==> src/rtl/seg_serial_driver_pkg.sv <==
// Shared display constants and the serial driver state encoding.
package seg_serial_driver_pkg;

    localparam int SEG_DIGITS   = 8;
    localparam int SEG_BITS     = 8;
    localparam int SEG_DATA_W   = SEG_DIGITS * SEG_BITS;
    localparam int SEG_HALF_DIV = 4;

    typedef enum logic [1:0] {
        IDLE,
        SETUP,
        HIGH,
        DONE
    } seg_state_t;

endpackage

==> src/rtl/seg_serial_driver_if.sv <==
// Frame request handshake between the display formatter and the serial driver.
interface seg_serial_driver_if #(
    parameter int DATA_W = 64
);
    logic              start;
    logic [DATA_W-1:0] par_data;
    logic              busy;
    logic              done;

    modport master (output start, output par_data, input busy, input done);
    modport slave  (input start, input par_data, output busy, output done);
endinterface

==> src/rtl/seg_serial_driver_clk_div.sv <==
// Half-period tick generator: one-cycle registered tick every HALF_DIV enabled cycles.
module seg_clk_div #(
    parameter int HALF_DIV = 4
) (
    input  logic clk,
    input  logic rst,
    input  logic en,
    input  logic clr,
    output logic tick
);
    localparam int CNT_W = $clog2(HALF_DIV) + 1;
    localparam logic [CNT_W-1:0] LAST = CNT_W'(HALF_DIV - 1);

    logic [CNT_W-1:0] cnt;

    always_ff @(posedge clk) begin
        if (rst || clr) begin
            cnt  <= '0;
            tick <= 1'b0;
        end else if (en) begin
            if (cnt == LAST) begin
                cnt  <= '0;
                tick <= 1'b1;
            end else begin
                cnt  <= cnt + 1'b1;
                tick <= 1'b0;
            end
        end else begin
            tick <= 1'b0;
        end
    end

endmodule

==> src/rtl/seg_serial_driver.sv <==
// Serial 7-segment frame driver (MSB first into cascaded 74HC164s).
// Optional SEG_AUTO_REFRESH_EN: resend automatically whenever par_data changes.
module seg_serial_driver
    import seg_serial_driver_pkg::*;
#(
    parameter int DATA_W   = SEG_DATA_W,
    parameter int HALF_DIV = SEG_HALF_DIV
) (
    input  logic               clk,
    input  logic               rst,
    seg_serial_driver_if.slave bus,
    output logic               seg_clk,
    output logic               seg_dat,
    output logic               seg_en
);
    localparam int BIT_W = $clog2(DATA_W);
    localparam logic [BIT_W-1:0] LAST_BIT = BIT_W'(DATA_W - 1);

    seg_state_t        state, state_nxt;
    logic [DATA_W-1:0] shreg, shreg_nxt;
    logic [BIT_W-1:0]  bit_cnt, bit_cnt_nxt;
    logic              busy_r, busy_nxt;
    logic              clk_nxt, dat_nxt, en_nxt;
    logic              div_en, div_clr, tick;
    logic              go;

    // The divider tick is registered, so the first SETUP phase runs one
    // cycle longer than HALF_DIV; every later phase is exactly HALF_DIV.
    seg_clk_div #(.HALF_DIV(HALF_DIV)) u_div (
        .clk  (clk),
        .rst  (rst),
        .en   (div_en),
        .clr  (div_clr),
        .tick (tick)
    );

`ifdef SEG_AUTO_REFRESH_EN
    logic [DATA_W-1:0] last_frame;
    logic              sent;
    logic              accept;

    assign go     = bus.start || !sent || (bus.par_data != last_frame);
    assign accept = (state == IDLE) && go;

    always_ff @(posedge clk) begin
        if (rst) begin
            last_frame <= '0;
            sent       <= 1'b0;
        end else if (accept) begin
            last_frame <= bus.par_data;
            sent       <= 1'b1;
        end
    end
`else
    assign go = bus.start;
`endif

    assign bus.busy = busy_r;
    assign bus.done = (state == DONE);

    always_ff @(posedge clk) begin
        if (rst) begin
            state   <= IDLE;
            shreg   <= '0;
            bit_cnt <= '0;
            busy_r  <= 1'b0;
            seg_clk <= 1'b0;
            seg_dat <= 1'b0;
            seg_en  <= 1'b0;
        end else begin
            state   <= state_nxt;
            shreg   <= shreg_nxt;
            bit_cnt <= bit_cnt_nxt;
            busy_r  <= busy_nxt;
            seg_clk <= clk_nxt;
            seg_dat <= dat_nxt;
            seg_en  <= en_nxt;
        end
    end

    always_comb begin
        state_nxt   = state;
        shreg_nxt   = shreg;
        bit_cnt_nxt = bit_cnt;
        busy_nxt    = busy_r;
        clk_nxt     = seg_clk;
        dat_nxt     = seg_dat;
        en_nxt      = seg_en;
        div_en      = 1'b0;
        div_clr     = 1'b0;
        case (state)
            IDLE: begin
                clk_nxt = 1'b0;
                if (go) begin
                    shreg_nxt   = bus.par_data;
                    bit_cnt_nxt = '0;
                    busy_nxt    = 1'b1;
                    en_nxt      = 1'b0;
                    dat_nxt     = bus.par_data[DATA_W-1];
                    div_clr     = 1'b1;
                    state_nxt   = SETUP;
                end
            end
            SETUP: begin
                div_en = 1'b1;
                if (tick) begin
                    clk_nxt   = 1'b1;
                    state_nxt = HIGH;
                end
            end
            HIGH: begin
                div_en = 1'b1;
                if (tick) begin
                    clk_nxt = 1'b0;
                    if (bit_cnt == LAST_BIT) begin
                        state_nxt = DONE;
                    end else begin
                        shreg_nxt   = shreg << 1;
                        bit_cnt_nxt = bit_cnt + 1'b1;
                        dat_nxt     = shreg[DATA_W-2];
                        state_nxt   = SETUP;
                    end
                end
            end
            DONE: begin
                busy_nxt  = 1'b0;
                en_nxt    = 1'b1;
                dat_nxt   = 1'b0;
                state_nxt = IDLE;
            end
            default: state_nxt = IDLE;
        endcase
    end

endmodule

==> src/flat_wrapper.sv <==
// flat-port wrapper written by rule: the top's interface ports become plain ports
module seg_serial_driver_flat import seg_serial_driver_pkg::*;
#(
    parameter int DATA_W   = SEG_DATA_W,
    parameter int HALF_DIV = SEG_HALF_DIV
)
  (clk, rst, seg_clk, seg_dat, seg_en, bus_start, bus_par_data, bus_busy, bus_done);
  seg_serial_driver_if #(.DATA_W(DATA_W)) bus_i ();
  input  logic clk;
  input  logic rst;
  output logic seg_clk;
  output logic seg_dat;
  output logic seg_en;
  input wire logic [$bits(bus_i.start)-1:0] bus_start;
  input wire logic [$bits(bus_i.par_data)-1:0] bus_par_data;
  output wire logic [$bits(bus_i.busy)-1:0] bus_busy;
  output wire logic [$bits(bus_i.done)-1:0] bus_done;
  assign bus_i.start = bus_start;
  assign bus_i.par_data = bus_par_data;
  assign bus_busy = bus_i.busy;
  assign bus_done = bus_i.done;
  seg_serial_driver #(.DATA_W(DATA_W), .HALF_DIV(HALF_DIV)) u_core (.clk(clk), .rst(rst), .bus(bus_i), .seg_clk(seg_clk), .seg_dat(seg_dat), .seg_en(seg_en));
endmodule
==> config.mk <==
export PLATFORM = sky130hd
export DESIGN_NAME = seg_serial_driver_flat
export DESIGN_NICKNAME = d
export VERILOG_FILES = /design/src/rtl/seg_serial_driver_pkg.sv /design/src/rtl/seg_serial_driver_if.sv /design/src/rtl/seg_serial_driver_clk_div.sv /design/src/rtl/seg_serial_driver.sv /design/src/flat_wrapper.sv
export SDC_FILE = /design/constraint.sdc
export NUM_CORES = 1
export LEC_CHECK = 0
export CAP_MARGIN = 5
export CORE_UTILIZATION = 55
export DETAILED_ROUTE_END_ITERATION = 12
export GPL_ROUTABILITY_DRIVEN = 0
export GPL_TIMING_DRIVEN = 0
export HOLD_SLACK_MARGIN = 0.1
export PLACE_DENSITY_LB_ADDON = 0.15
export SYNTH_ARGS = -nofsm -noshare
export SYNTH_HDL_FRONTEND = slang
export SYNTH_SLANG_ARGS = --single-unit
==> constraint.sdc <==
create_clock -name clk -period 3.96 [get_ports clk]
set_clock_uncertainty 0.05 [all_clocks]
set_input_delay 0.594 -clock clk [delete_from_list [all_inputs] [get_ports clk]]
set_output_delay 0.594 -clock clk [all_outputs]
set_load 0.005 [all_outputs]
==> qor.csv, run 1 <==
stage,metric,value,unit
outcome,outcome,"complete, no violations",
worst_setup_path,"Max stage delay cell, worst path",clkdlybuf4s50_1,
sta,Slew HR,65.4,%
pwr,share of power burned in registers,36.6,%
cells_and_area,P&R area growth vs syn,27.3,%
clocking,CTS sink count,79,
sta,final hold vios,0,
pwr,Power Density,757,mW/mm²
grt,initial antenna violation count,0,
route,Routed WL per cell,16.1,µm
yosys,"FF+latch count, synth",79,
route,vias per cell,5.99,
sta,Least-Margin Pin Slew,517,ps
worst_setup_path,Reg2Reg Capture Point,u_core.shreg[16],
job,Max-Cap Viols,0,
pwr,Peak VDD IR,382,µV
yosys,fraction of registers with async set/reset,0,%
place,post-DP HPWL,5930,µm
route,first-pass iteration count of the detailed router,4,
pwr,Combinational Power Share,44.6,%
min_path,WHS Endpoint,u_core.u_div.tick,
sta,Final setup viols,0,
sta,RSZ-0062 raised after global routing,false,
pwr,internal power,2.28,mW
grt,first-pass GRT wire length,14700,µm
grt,Global Route Usage Sum,25.3,%
worst_setup_path,CP peak stage delay,550,ps
cells_and_area,n_diodes,0,
worst_setup_path,Worst Path Max Fanout,7,
min_path,Worst Hold Launch,u_core.u_div.cnt[2],
yosys,Post-Syn Nets,461,
yosys,Post-Syn Area,0.00380,mm²
grt,largest net degree at the start of global routing,13,
worst_setup_path,r2r setup slk,1860,ps
pwr,Psw,1.38,mW
clocking,post-cts sizing count,0,
yosys,ys flop type,dfxtp_1,
worst_setup_path,Reg2Reg Depth,7,
yosys,synth warn,0,
clocking,TritonCTS Buffers,9,
worst_setup_path,critical path capture point type,primary output,
clocking,CTS tree,yes,
floorplan,I/O Pins,72,
yosys,Syn Area/Cell,9.82,µm²
sta,fin crit period,2290,ps
pwr,Clock Power Share,18.8,%
worst_setup_path,Setup crit start kind,flop,
place,port bufs,71,
pwr,Sw Ratio,37.7,%
worst_setup_path,Worst EP required,3320,ps
cells_and_area,Final #Nets,543,
min_path,worst min-delay path category,flop to flop,
yosys,ranking of synthesized cells by area,"dfxtp_1 42%, mux2i_1 17%, a211oi_1 11%, a21oi_1 9.6%, buf_6 3.0%",
yosys,Post-synth EDFFs,0,
pwr,Leak,1.71,nW
clocking,CTS Root Cell,clkbuf_8,
route,Vias,3292,
floorplan,Core ar.,0.00649,mm²
route,DRC Markers,0,
clocking,Post-CTS Repair Setup Buffers,0,
clocking,Clock transition at path regs,80,ps
floorplan,# rows,29,
sta,final setup margin,1670,ps
worst_setup_path,crit path cell chain,"ha_1, clkdlybuf4s50_1",
floorplan,Starting Density,58.5,%
clocking,H-tree levels,3,
grt,number of global-route vias before repair,3156,
route,Initial DRC Count,115,
yosys,cell taking the most area after synthesis,dfxtp_1,
route,post-route ant nets,0,
clocking,hold buffers post-CTS,0,
worst_setup_path,WS Path Type,flop to primary output,
yosys,Commonest cells post-synth,"79 x dfxtp_1, 73 x a21oi_1, 63 x mux2i_1, 57 x a211oi_1, 15 x buf_2",
sta,period utilization,57.8,%
floorplan,die area,0.00725,mm²
yosys,most common cell in the netlist,dfxtp_1,
yosys,Cells after Synth,387,
worst_setup_path,worst path arrival time,1650,ps
min_path,Hold Path Cell Cnt,1,
sta,Fmax,437,MHz
sta,Fin Setup TNS,0,ps
worst_setup_path,reg2reg start,u_core.state[0],
yosys,Yosys cell types,34,
yosys,sequential area share after synthesis,41.6,%
floorplan,Die W,85.1,µm
sta,Max Slew Vio Count,0,
grt,Overflow after GRT,0,
floorplan,Die Y-Extent,85.1,µm
yosys,post-synth top area share,41.6,%
cells_and_area,share of post-route cells with drive strength above 1,11.2,%
route,WL final,8840,µm
clocking,"Clk Latency, worst-skew pair",350,ps
clocking,Max Root-Sink Buffers,2,
place,dpl ws,1630,ps
==> metrics by stage <==
stage | std cells | cell area, µm² | power, mW | hold WS [ps] | utilization [%]
after floorplan | 387 | 3800 | 2.56 | 362 | -
after global placement | 535 | 4610 | 2.91 | 380 | 70.9
after detailed placement | 535 | 4610 | 2.96 | 378 | 70.9
after CTS | 550 | 4840 | 3.66 | 395 | 74.5
after global routing | 550 | 4840 | 3.89 | 412 | 74.5
final | 550 | 4840 | 3.66 | 397 | 74.5
==> worst max-delay path by stage <==
stage,from,to
after floorplan,u_core.state[0],u_core.shreg[34]
after global placement,bus_start,u_core.shreg[52]
after detailed placement,bus_start,u_core.shreg[52]
after CTS,u_core.state[0],bus_done
after global routing,u_core.state[0],bus_done
final,u_core.state[0],bus_done
==> worst max-delay path, delay by kind of cell, from the launching register on <==
family     cells  cell delay, ps
flops          1             420
buf+inv        1             550
fa+ha+maj      1             330
==> sequential cells by signal, summed over array words and instances, names as in the netlist <==
signal,flops
u_core.bit_cnt,6
u_core.u_div.cnt,3
u_core.seg_en,1
u_core.seg_clk,1
u_core.bus.busy,1
u_core.shreg,63
u_core.seg_dat,1
u_core.state,2
u_core.u_div.tick,1
==> placed cells by master, fill, tap and decap left out, drive strengths merged, types with 7 or more instances in the layout <==
cell type,instances
dfxtp,79
a21oi,74
clkdlybuf4s50,71
mux2i,63
a211oi,63
buf,25
clkbuf,25
nor2,11
o21ai,7
ha,7
==> layout make-up <==
class,instances,area (µm²)
timing repair buffer,71,711
fill,473,1660
clock buffer,12,165
multi-input combinational,266,1970
tap,77,96.3
sequential,79,1580
inverter,4,15.0
clock inverter,3,65.1
buffer,38,236
==> per-layer routing <==
| metal | routed length [µm] | global-route usage [%] | share of wire, % | up-vias |
|---|---|---|---|---|
| li1 | - | - | - | 1614 |
| met1 | 4050 | 33.1 | 46 | 1585 |
| met2 | 4280 | 42.2 | 48 | 81 |
| met3 | 386 | 3.89 | 4.4 | 12 |
| met4 | 124 | 9.40 | 1.4 | 0 |
| met5 | 0 | 0 | 0 | - |
==> cell families after synthesis <==
family | count (synthesis) | share of synthesized area (%)
flops | 79 | 41.6
compound gates | 154 | 26.4
buf+inv | 42 | 6.62
mux | 63 | 16.6
fa+ha+maj | 7 | 2.30
simple gates | 42 | 6.45
==> power groups by stage <==
stage	combinational, mW	clock [mW]	sequential, mW
after floorplan	1.27	0	1.30
after global placement	1.57	0	1.33
after detailed placement	1.62	0	1.35
after CTS	1.63	0.692	1.34
after global routing	1.79	0.728	1.38
final	1.63	0.687	1.34
No activity file was read; power rests on OpenSTA's default activity.
==> inputs of run 2 (changes only) <==
- CORE_UTILIZATION: 55 -> 52
- clock period: 3.96 -> 2.3 ns (I/O delays scaled with it)
==> run 2 against run 1 <==
Net effect:
- combinational power rose by 72%
- utilization fell by 4.8 points
- clock-buffer cell count fell by 3
- routed wire length fell by 2.8%
- sequential power rose by 72%
- critical path depth rose by 7
- non-clock buffer count did not move
- sequential cell count did not move
==> qor.csv, run 2 (same netlist as run 1, synthesis figures left out) <==
stage,metric,value,unit,change
worst_setup_path,r2r setup slk,210,ps,-1650 ps
cells_and_area,post-layout util,69.7,%,-4.8 points
min_path,WHS Endpoint,u_core.u_div.tick,,
sta,Fmax,478,MHz,
cells_and_area,P&R area growth vs syn,27.4,%,about the same
pwr,Peak VDD IR,675,µV,+77%
worst_setup_path,worst path arrival time,2300,ps,+650 ps
pwr,Power Density,1280,mW/mm²,+69%
cells_and_area,n_diodes,0,,unchanged
sta,Slew HR,65.0,%,-0.39 points
grt,initial antenna violation count,0,,unchanged
cells_and_area,"most common cell after layout, fill and taps aside",dfxtp_1,,
grt,GRT Max-Usage Layer,met2,,
grt,first-pass GRT wire length,14500,µm,-1.3%
worst_setup_path,Setup crit start kind,flop,,
min_path,Hold Path Cell Cnt,1,,unchanged
route,first-pass iteration count of the detailed router,4,,unchanged
floorplan,Die W,87.5,µm,+2.8%
sta,RSZ-0062 raised after global routing,false,,
clocking,"Clk Latency, worst-skew pair",350,ps,about the same
clocking,CTS tree,yes,,
floorplan,Die Y-Extent,87.5,µm,+2.8%
sta,final setup margin,207,ps,-1460 ps
cells_and_area,most frequent cells in the layout,"79 x dfxtp_1, 73 x a21oi_1, 71 x clkdlybuf4s50_1, 63 x mux2i_1, 57 x a211oi_1",,
place,dpl ws,205,ps,-1420 ps
route,Routed WL per cell,15.1,µm,-6.1%
route,Initial DRC Count,140,,+22%
clocking,Post-CTS Repair Setup Buffers,0,,unchanged
worst_setup_path,critical path capture point type,flop,,
route,Vias,3182,,-3.3%
route,DRC Markers,0,,unchanged
grt,met3 usage,3.41,%,-0.48 points
sta,Final setup viols,0,,unchanged
pwr,Leak,1.70,nW,-0.78%
clocking,CTS sink count,79,,unchanged
cells_and_area,Final #Nets,543,,unchanged
clocking,Clock transition at path regs,80,ps,about the same
place,post-DP HPWL,5830,µm,-1.8%
sta,fin crit period,2090,ps,
grt,M2 GR Usage,39.3,%,-2.9 points
min_path,Worst Hold Launch,u_core.u_div.cnt[2],,
clocking,TritonCTS Buffers,9,,unchanged
route,WL final,8590,µm,-2.8%
floorplan,die area,0.00766,mm²,+5.6%
worst_setup_path,reg2reg start,u_core.state[0],,
place,port bufs,71,,unchanged
job,Max-Cap Viols,0,,unchanged
clocking,H-tree levels,3,,unchanged
sta,Max Slew Vio Count,0,,unchanged
pwr,Power Total,6.21,mW,+70%
cells_and_area,largest reg by FF count,u_core.shreg,,
worst_setup_path,Worst EP required,2500,ps,-820 ps
grt,largest net degree at the start of global routing,14,,+1
min_path,worst min-delay path category,flop to flop,,
cells_and_area,share of post-route cells with drive strength above 1,11.2,%,unchanged
route,post-route ant nets,0,,unchanged
sta,Least-Margin Pin Slew,523,ps,+5.88 ps
clocking,CTS Root Cell,clkbuf_8,,
clocking,post-cts sizing count,0,,unchanged
route,vias per cell,5.59,,-6.6%
worst_setup_path,Worst Path Max Fanout,10,,+3
grt,Overflow after GRT,0,,unchanged
floorplan,Starting Density,54.7,%,-3.8 points
grt,number of global-route vias before repair,3160,,+0.13%
worst_setup_path,WS Path Type,flop to flop,,
sta,period utilization,91.0,%,
cells_and_area,Largest regs,"u_core.shreg x63, u_core.bit_cnt x6, u_core.u_div.cnt x3",,
grt,Global Route Usage Sum,24.2,%,-1.0 points
outcome,outcome,"complete, no violations",,
floorplan,# rows,30,,+3.4%
sta,Fin Setup TNS,0,ps,unchanged
floorplan,I/O Pins,72,,unchanged
grt,met1 Usage GRT,32.2,%,-0.86 points
clocking,Max Root-Sink Buffers,2,,unchanged
cells_and_area,max reg flops,63,,unchanged
sta,final hold vios,0,,unchanged
worst_setup_path,Reg2Reg Capture Point,u_core.shreg[54],,
clocking,hold buffers post-CTS,0,,unchanged
worst_setup_path,Reg2Reg Depth,9,,+2
floorplan,Core ar.,0.00694,mm²,+6.9%
## run 2: cell count changes in the layout (fill, tap and decap cells not counted)
cell | previous run | this run
clkbuf_8 | 12 | 9
clkinv_2 | 1 | 2
clkinv_4 | 0 | 1
clkinvlp_4 | 0 | 1
## run 2: layout make-up
cell class	count	area [µm²]
buffer	38	236
clock buffer	9	124
clock inverter	6	86.3
fill	571	2100
inverter	4	15.0
multi-input combinational	266	1970
sequential	79	1580
tap	96	120
timing repair buffer	71	711
## run 2: worst max-delay path by stage
stage	endpoint	slack [ps]	startpoint	cells past startpoint
after floorplan	u_core.shreg[34]	500	u_core.state[0]	8
after CTS	u_core.shreg[54]	210	u_core.state[0]	7
after global placement	u_core.shreg[53]	220	bus_start	8
after detailed placement	u_core.shreg[58]	200	bus_start	8
after global routing	u_core.shreg[54]	20	u_core.state[0]	7
final	u_core.shreg[54]	210	u_core.state[0]	9
## run 2: per-layer routing
metal,up-vias,wire length (µm)
met5,-,0
met4,0,125
met1,1493,4240
li1,1611,-
met2,64,3880
met3,14,339
## run 2: where the power goes
part | switching [mW] | internal, mW | leakage, nW
Clock | 0.510 | 0.603 | 0.105
Sequential | 0.324 | 1.97 | 0.653
Combinational | 1.54 | 1.26 | 0.942
Total | 2.38 | 3.83 | 1.70
## run 2: critical path, stage by stage, from the launching register on
cell and delay [ps]:
dfxtp_1 400, inv_1 110, ha_1 310, nand2b_2 180, o211a_1 190, buf_6 120
buf_6 140, buf_6 150, a21oi_1 80, a211oi_1 270
## run 2: stage by stage
stage,hold WS (ps),cell area (µm²),cells
5_1_grt,423,4840,569
3_5_place_dp,382,4630,554
4_1_cts,396,4840,569
2_1_floorplan,362,3800,387
3_3_place_gp,381,4630,554
6_report,396,4840,569
==> RTL edit 1, RTL diff (flow settings as in run 2) <==
Build with the macro `SEG_AUTO_REFRESH_EN` defined.
--- a/src/rtl/seg_serial_driver.sv
+++ b/src/rtl/seg_serial_driver.sv
@@ -1,5 +1,7 @@
 // Serial 7-segment frame driver (MSB first into cascaded 74HC164s).
 // Optional SEG_AUTO_REFRESH_EN: resend automatically whenever par_data changes.
+`define SEG_AUTO_REFRESH_EN
+
 module seg_serial_driver
     import seg_serial_driver_pkg::*;
 #(
Function: changed (Yosys sat finds a counterexample within 4 cycles, from zero or initial values and one cycle with rst high).
==> RTL edit 1 against run 2 <==
The flow now finishes with violations (setup timing). Power rose by 130%. Hold slack worse by 0.15 ns. Global-route usage rose by 4.9 points. Non-clock buffer count grew 53. First-iteration DRC count grew to 2.6 times the old value. Die area grew 92%. Sequential share of layout area decreased by 4.4 points. Worst setup slack got worse by 0.55 ns. Clock power increased by 130%. Design area up 110%. Sequential power increased by 81%. Synthesized area is 94% higher. Sequential cell count rose by 65. Routed wire length rose to 2.6 times the old value. Critical path type unchanged. Critical endpoint is now u_core.shreg[60]. Largest cell class unchanged.
==> RTL edit 1: results (changes against run 2) <==
stage	metric	value	unit	change
min_path	min_to	u_core.last_frame[47]		
setup_path	cp_data_arrival_time	2.90	ns	+0.60 ns
sta	setup_tns	-33.45	ns	-33.45 ns
finish	multi_input_cells	511		+92%
global_route	use_met1	0.359		+0.0365
power_and_ir_drop	vdd_drop_max	0.000794	V	+18%
min_path	hold_class	input port to flip-flop		
power_and_ir_drop	intPower	0.00862	W	+120%
finish	multi_input_area	4760	um^2	+140%
detailed_routing	viasPerCell	6.01		+7.5%
setup_path	worstSetupEndpoint	u_core.shreg[60]		
cts	clock_sinks	144		+82%
synthesis	ys_seq_area_frac	0.390		-0.0260
finish	drive_gt1_frac	0.289		+0.177
global_route	use_met2	0.493		+0.0997
finish	final.clkbuf_count	24		+15
finish	nonClkBufAreaFrac	0.169		-0.0264
finish	inverters	20		+16
detailed_routing	drt_iter0_markers	360		+160%
setup_path	worstReg2RegEnd	u_core.shreg[60]		
finish	fin_nets	930		+71%
power_and_ir_drop	p_leak	3.84	nW	+130%
sta	setup_violations	142		+142
synthesis	synthTopCellsByCount	dfxtp_1, mux2i_1, nor2_1, a21oi_1, a311oi_2		
finish	nNonClkBuffers	162		+49%
sta	final.setup.worst_slack	-0.338	ns	-0.545 ns
global_route	grt_max_degree	17		+3
min_path	hold_path_startpoint	bus_par_data[47]		
cts	postCtsSetupBuffers	9		+9
detailed_routing	met1_length	9.83	mm	+130%
place	placed_area	8390	um^2	+81%
place	dp.cells	985		+78%
sta	whs	0.242	ns	-0.153 ns
cts	ctsResizeCount	108		+108
synthesis	syn_avg_cell_area	10.1	um^2	+2.4%
finish	reg.largest.list	u_core.last_frame x64, u_core.shreg x63, u_core.bit_cnt x6		
power_and_ir_drop	p_seq_frac	0.296		-0.074
detailed_routing	wl_met2	11.1	mm	+180%
setup_path	reg2reg_from	u_core.last_frame[10]		
detailed_routing	routed_wl	22.3	mm	+160%
setup_path	r2r_cells	8		-1
place	pre_cts_slack	-1.32	ns	-1.52 ns
sta	slew_headroom	0.410		-0.240
power_and_ir_drop	p_sw_frac	0.386		+0.00309
global_route	grt_pass1_wl	32.3	mm	+120%
detailed_routing	routed-wl-met3	963	um	+180%
cts	clkTransAtPathRegs	0.06	ns	-0.02 ns
status	outcome	complete, but fails checks		
place	dpl.hpwl	14.7	mm	+150%
place	numPortBuffers	70		-1.4%
floorplanning	fp-row-count	43		+43%
global_route	gr-usage-met3	0.0771		+0.0429
finish	clk_share	0.0531		+0.00964
status	violations	setup timing		
synthesis	synthesis.nets	809		+75%
RTL edit 1: cell count changes after synthesis, sizes merged, moves of 10 or more:
cell / run 2 / this run
a211oi: 63 / 2
nor2: 11 / 80
mux2i: 63 / 128
clkbuf: 13 / 39
nor4: 0 / 10
inv: 4 / 20
a311oi: 1 / 62
xor2: 0 / 30
dfxtp: 79 / 144
nor2b: 2 / 29
RTL edit 1: worst max-delay path, stage by stage (launching register included):
cell,delay (ns)
dfxtp_2,0.33
nor2b_4,0.12
a2111o_1,0.37
or4_4,0.59
nor4_4,0.26
a21oi_4,0.16
buf_12,0.20
buf_8,0.16
a311oi_2,0.30
RTL edit 1: kinds of logic after synthesis:
logic type | share of synthesized area
AOI/OAI and AO/OA | 0.216
xor gates and xnor gates | 0.0391
adders and majority gates | 0.0119
buffers and inverters | 0.0559
DFF | 0.390
muxes | 0.173
and+or+nand+nor | 0.114
==> RTL edit 2, RTL diff (flow settings as in run 2) <==
Without the edit above. Re-encode `seg_state_t` (4 states) as one-hot, 4 bits wide.
--- a/src/rtl/seg_serial_driver_pkg.sv
+++ b/src/rtl/seg_serial_driver_pkg.sv
@@ -6,11 +6,11 @@
     localparam int SEG_DATA_W   = SEG_DIGITS * SEG_BITS;
     localparam int SEG_HALF_DIV = 4;
 
-    typedef enum logic [1:0] {
-        IDLE,
-        SETUP,
-        HIGH,
-        DONE
+    typedef enum logic [3:0] {
+        IDLE  = 4'b0001,
+        SETUP = 4'b0010,
+        HIGH  = 4'b0100,
+        DONE  = 4'b1000
     } seg_state_t;
 
 endpackage
Function: no difference found for any inputs over 10 cycles, from zero or initial values and one cycle with rst high; not proved beyond that.
==> RTL edit 2 against run 2 <==
Final cell count up 17%. Design area grew 0.28%. Synthesized cell count rose by 24%. Synthesized area rose by 0.33%. Routed wire length grew 13%. Sequential cell count up 2. Worst setup slack got worse by 0.11 ns.
Power is not compared: it rests on default switching activity, and its combinational part moved more than twofold at a synthesized area within 25%.
==> RTL edit 2: results (changes against run 2) <==
stage	metric	value	unit	change
global_route	grt_pass1_wl	16.2	mm	+12%
detailed_routing	via_count	3898		+23%
global_route	antenna_found_initial	0		unchanged
synthesis	synthTopCellsByCount	nand2_1, dfxtp_1, nor3_1, a311oi_1, clkbuf_1		
synthesis	async_flop_share	0		unchanged
synthesis	ys_seq_area_frac	0.425		+0.00913
cts	clk_path_buf_depth	2		unchanged
detailed_routing	drt_iter0_markers	254		+81%
synthesis	synthesis.nets	549		+19%
detailed_routing	drt-pass1-iter-count	5		+1
place	numPortBuffers	70		-1.4%
synthesis	ys_top_cells_by_area	dfxtp_1, a311oi_1, nand2_1		
detailed_routing	viasPerCell	5.87		+5.0%
sta	slew_headroom	0.608		-0.0423
global_route	grtUsageTotal	0.263		+0.0206
sta	slew_viol_final	0		unchanged
detailed_routing	wl_per_cell	14.6	um	-3.3%
setup_path	cp_data_arrival_time	1.81	ns	-0.49 ns
finish	fin_nets	632		+16%
finish	reg.largest.list	u_core.shreg x63, u_core.bit_cnt x6, u_core.state x4		
status	outcome	complete, no violations		
setup_path	slowest_delay	0.49	ns	+0.09 ns
synthesis	syn_avg_cell_area	7.95	um^2	-19%
global_route	grt_pass1_vias	3668		+16%
place	dp.cells	646		+17%
synthesis	synthFlopType	dfxtp_1		
synthesis	synthDistinctLibCells	41		+21%
cts	clk_latency	0.35	ns	about the same
finish	drive_gt1_frac	0.0880		-0.0240
place	dpl.hpwl	6.64	mm	+14%
setup_path	slowest_stage	clkdlybuf4s50_1		
[RTL edit 2: cell types whose count changed after synthesis, moves of 9 or more]
cell	run 2	this run
nand2_1	6	133
a311oi_1	1	65
nor3_1	3	67
a21oi_1	73	11
mux2i_1	63	2
a211oi_1	57	0
clkbuf_1	13	28
buf_6	10	1
[RTL edit 2: per-layer routing]
metal | share of wire | GRT usage
met5 | 0 | 0
met1 | 0.48 | 0.345
met2 | 0.46 | 0.438
met3 | 0.048 | 0.0377
met4 | 0.017 | 0.101
[RTL edit 2: stage by stage]
| step | cell area, um^2 | setup WS, ns | hold slack (ns) |
|---|---|---|---|
| 2_1_floorplan | 3810 | 0.571 | 0.394 |
| 3_3_place_gp | 4630 | 0.147 | 0.398 |
| 3_5_place_dp | 4630 | 0.105 | 0.412 |
| 4_1_cts | 4830 | 0.00862 | 0.423 |
| 5_1_grt | 4860 | 0.00659 | 0.448 |
| 6_report | 4860 | 0.0921 | 0.421 |
[RTL edit 2: worst paths after layout]
kind	start	to	slack [ns]	cells past startpoint
setup / recovery	u_core.state[0]	bus_done	0.09	5
hold reg to reg	u_core.seg_en	u_core.seg_en	0.42	2
setup reg to reg	u_core.state[1]	u_core.shreg[34]	0.16	6
hold / removal	u_core.seg_en	u_core.seg_en	0.42	2
[RTL edit 2: critical path, delay by kind of cell, from the launching register on]
family,cells,cell delay (ns)
and+or+nand+nor,1,0.20
buffers and inverters,4,0.91
DFF,1,0.35
[RTL edit 2: cell families after synthesis]
| family | after synthesis | share of synthesized area |
|---|---|---|
| AO/OA/AOI/OAI | 96 | 0.204 |
| XOR/XNOR | 1 | 0.00230 |
| adder cells (fa/ha/maj) | 2 | 0.00656 |
| buffers and inverters | 57 | 0.0669 |
| flip-flops | 81 | 0.425 |
| multiplexers | 3 | 0.00820 |
| AND/OR/NAND/NOR | 240 | 0.287 |
[RTL edit 2: what timing repair did]
action,4_1_cts,5_1_grt
pin swaps,0,0
gates resized for setup,5,6
setup endpoints to repair,1,34
buffers inserted,0,3
[RTL edit 2: power groups by stage]
stage	logic [W]	clock network [W]	registers, W
floorplan	0.000785	0	0.00179
global placement	0.00106	0	0.00181
detailed placement	0.00109	0	0.00182
CTS	0.00110	0.00102	0.00179
global route	0.00123	0.00109	0.00182
finish	0.00111	0.00102	0.00179
[RTL edit 2: layout make-up]
| class | instances | area, um^2 |
|---|---|---|
| plain buffers | 51 | 241 |
| multi-input cells | 342 | 1940 |
| repair buffers | 73 | 723 |
| clock buffers | 11 | 131 |
| flip-flops and latches | 81 | 1620 |
| clock inverters | 5 | 56.3 |
| well taps | 96 | 120 |
| fillers | 613 | 2090 |
| inverters | 5 | 18.8 |
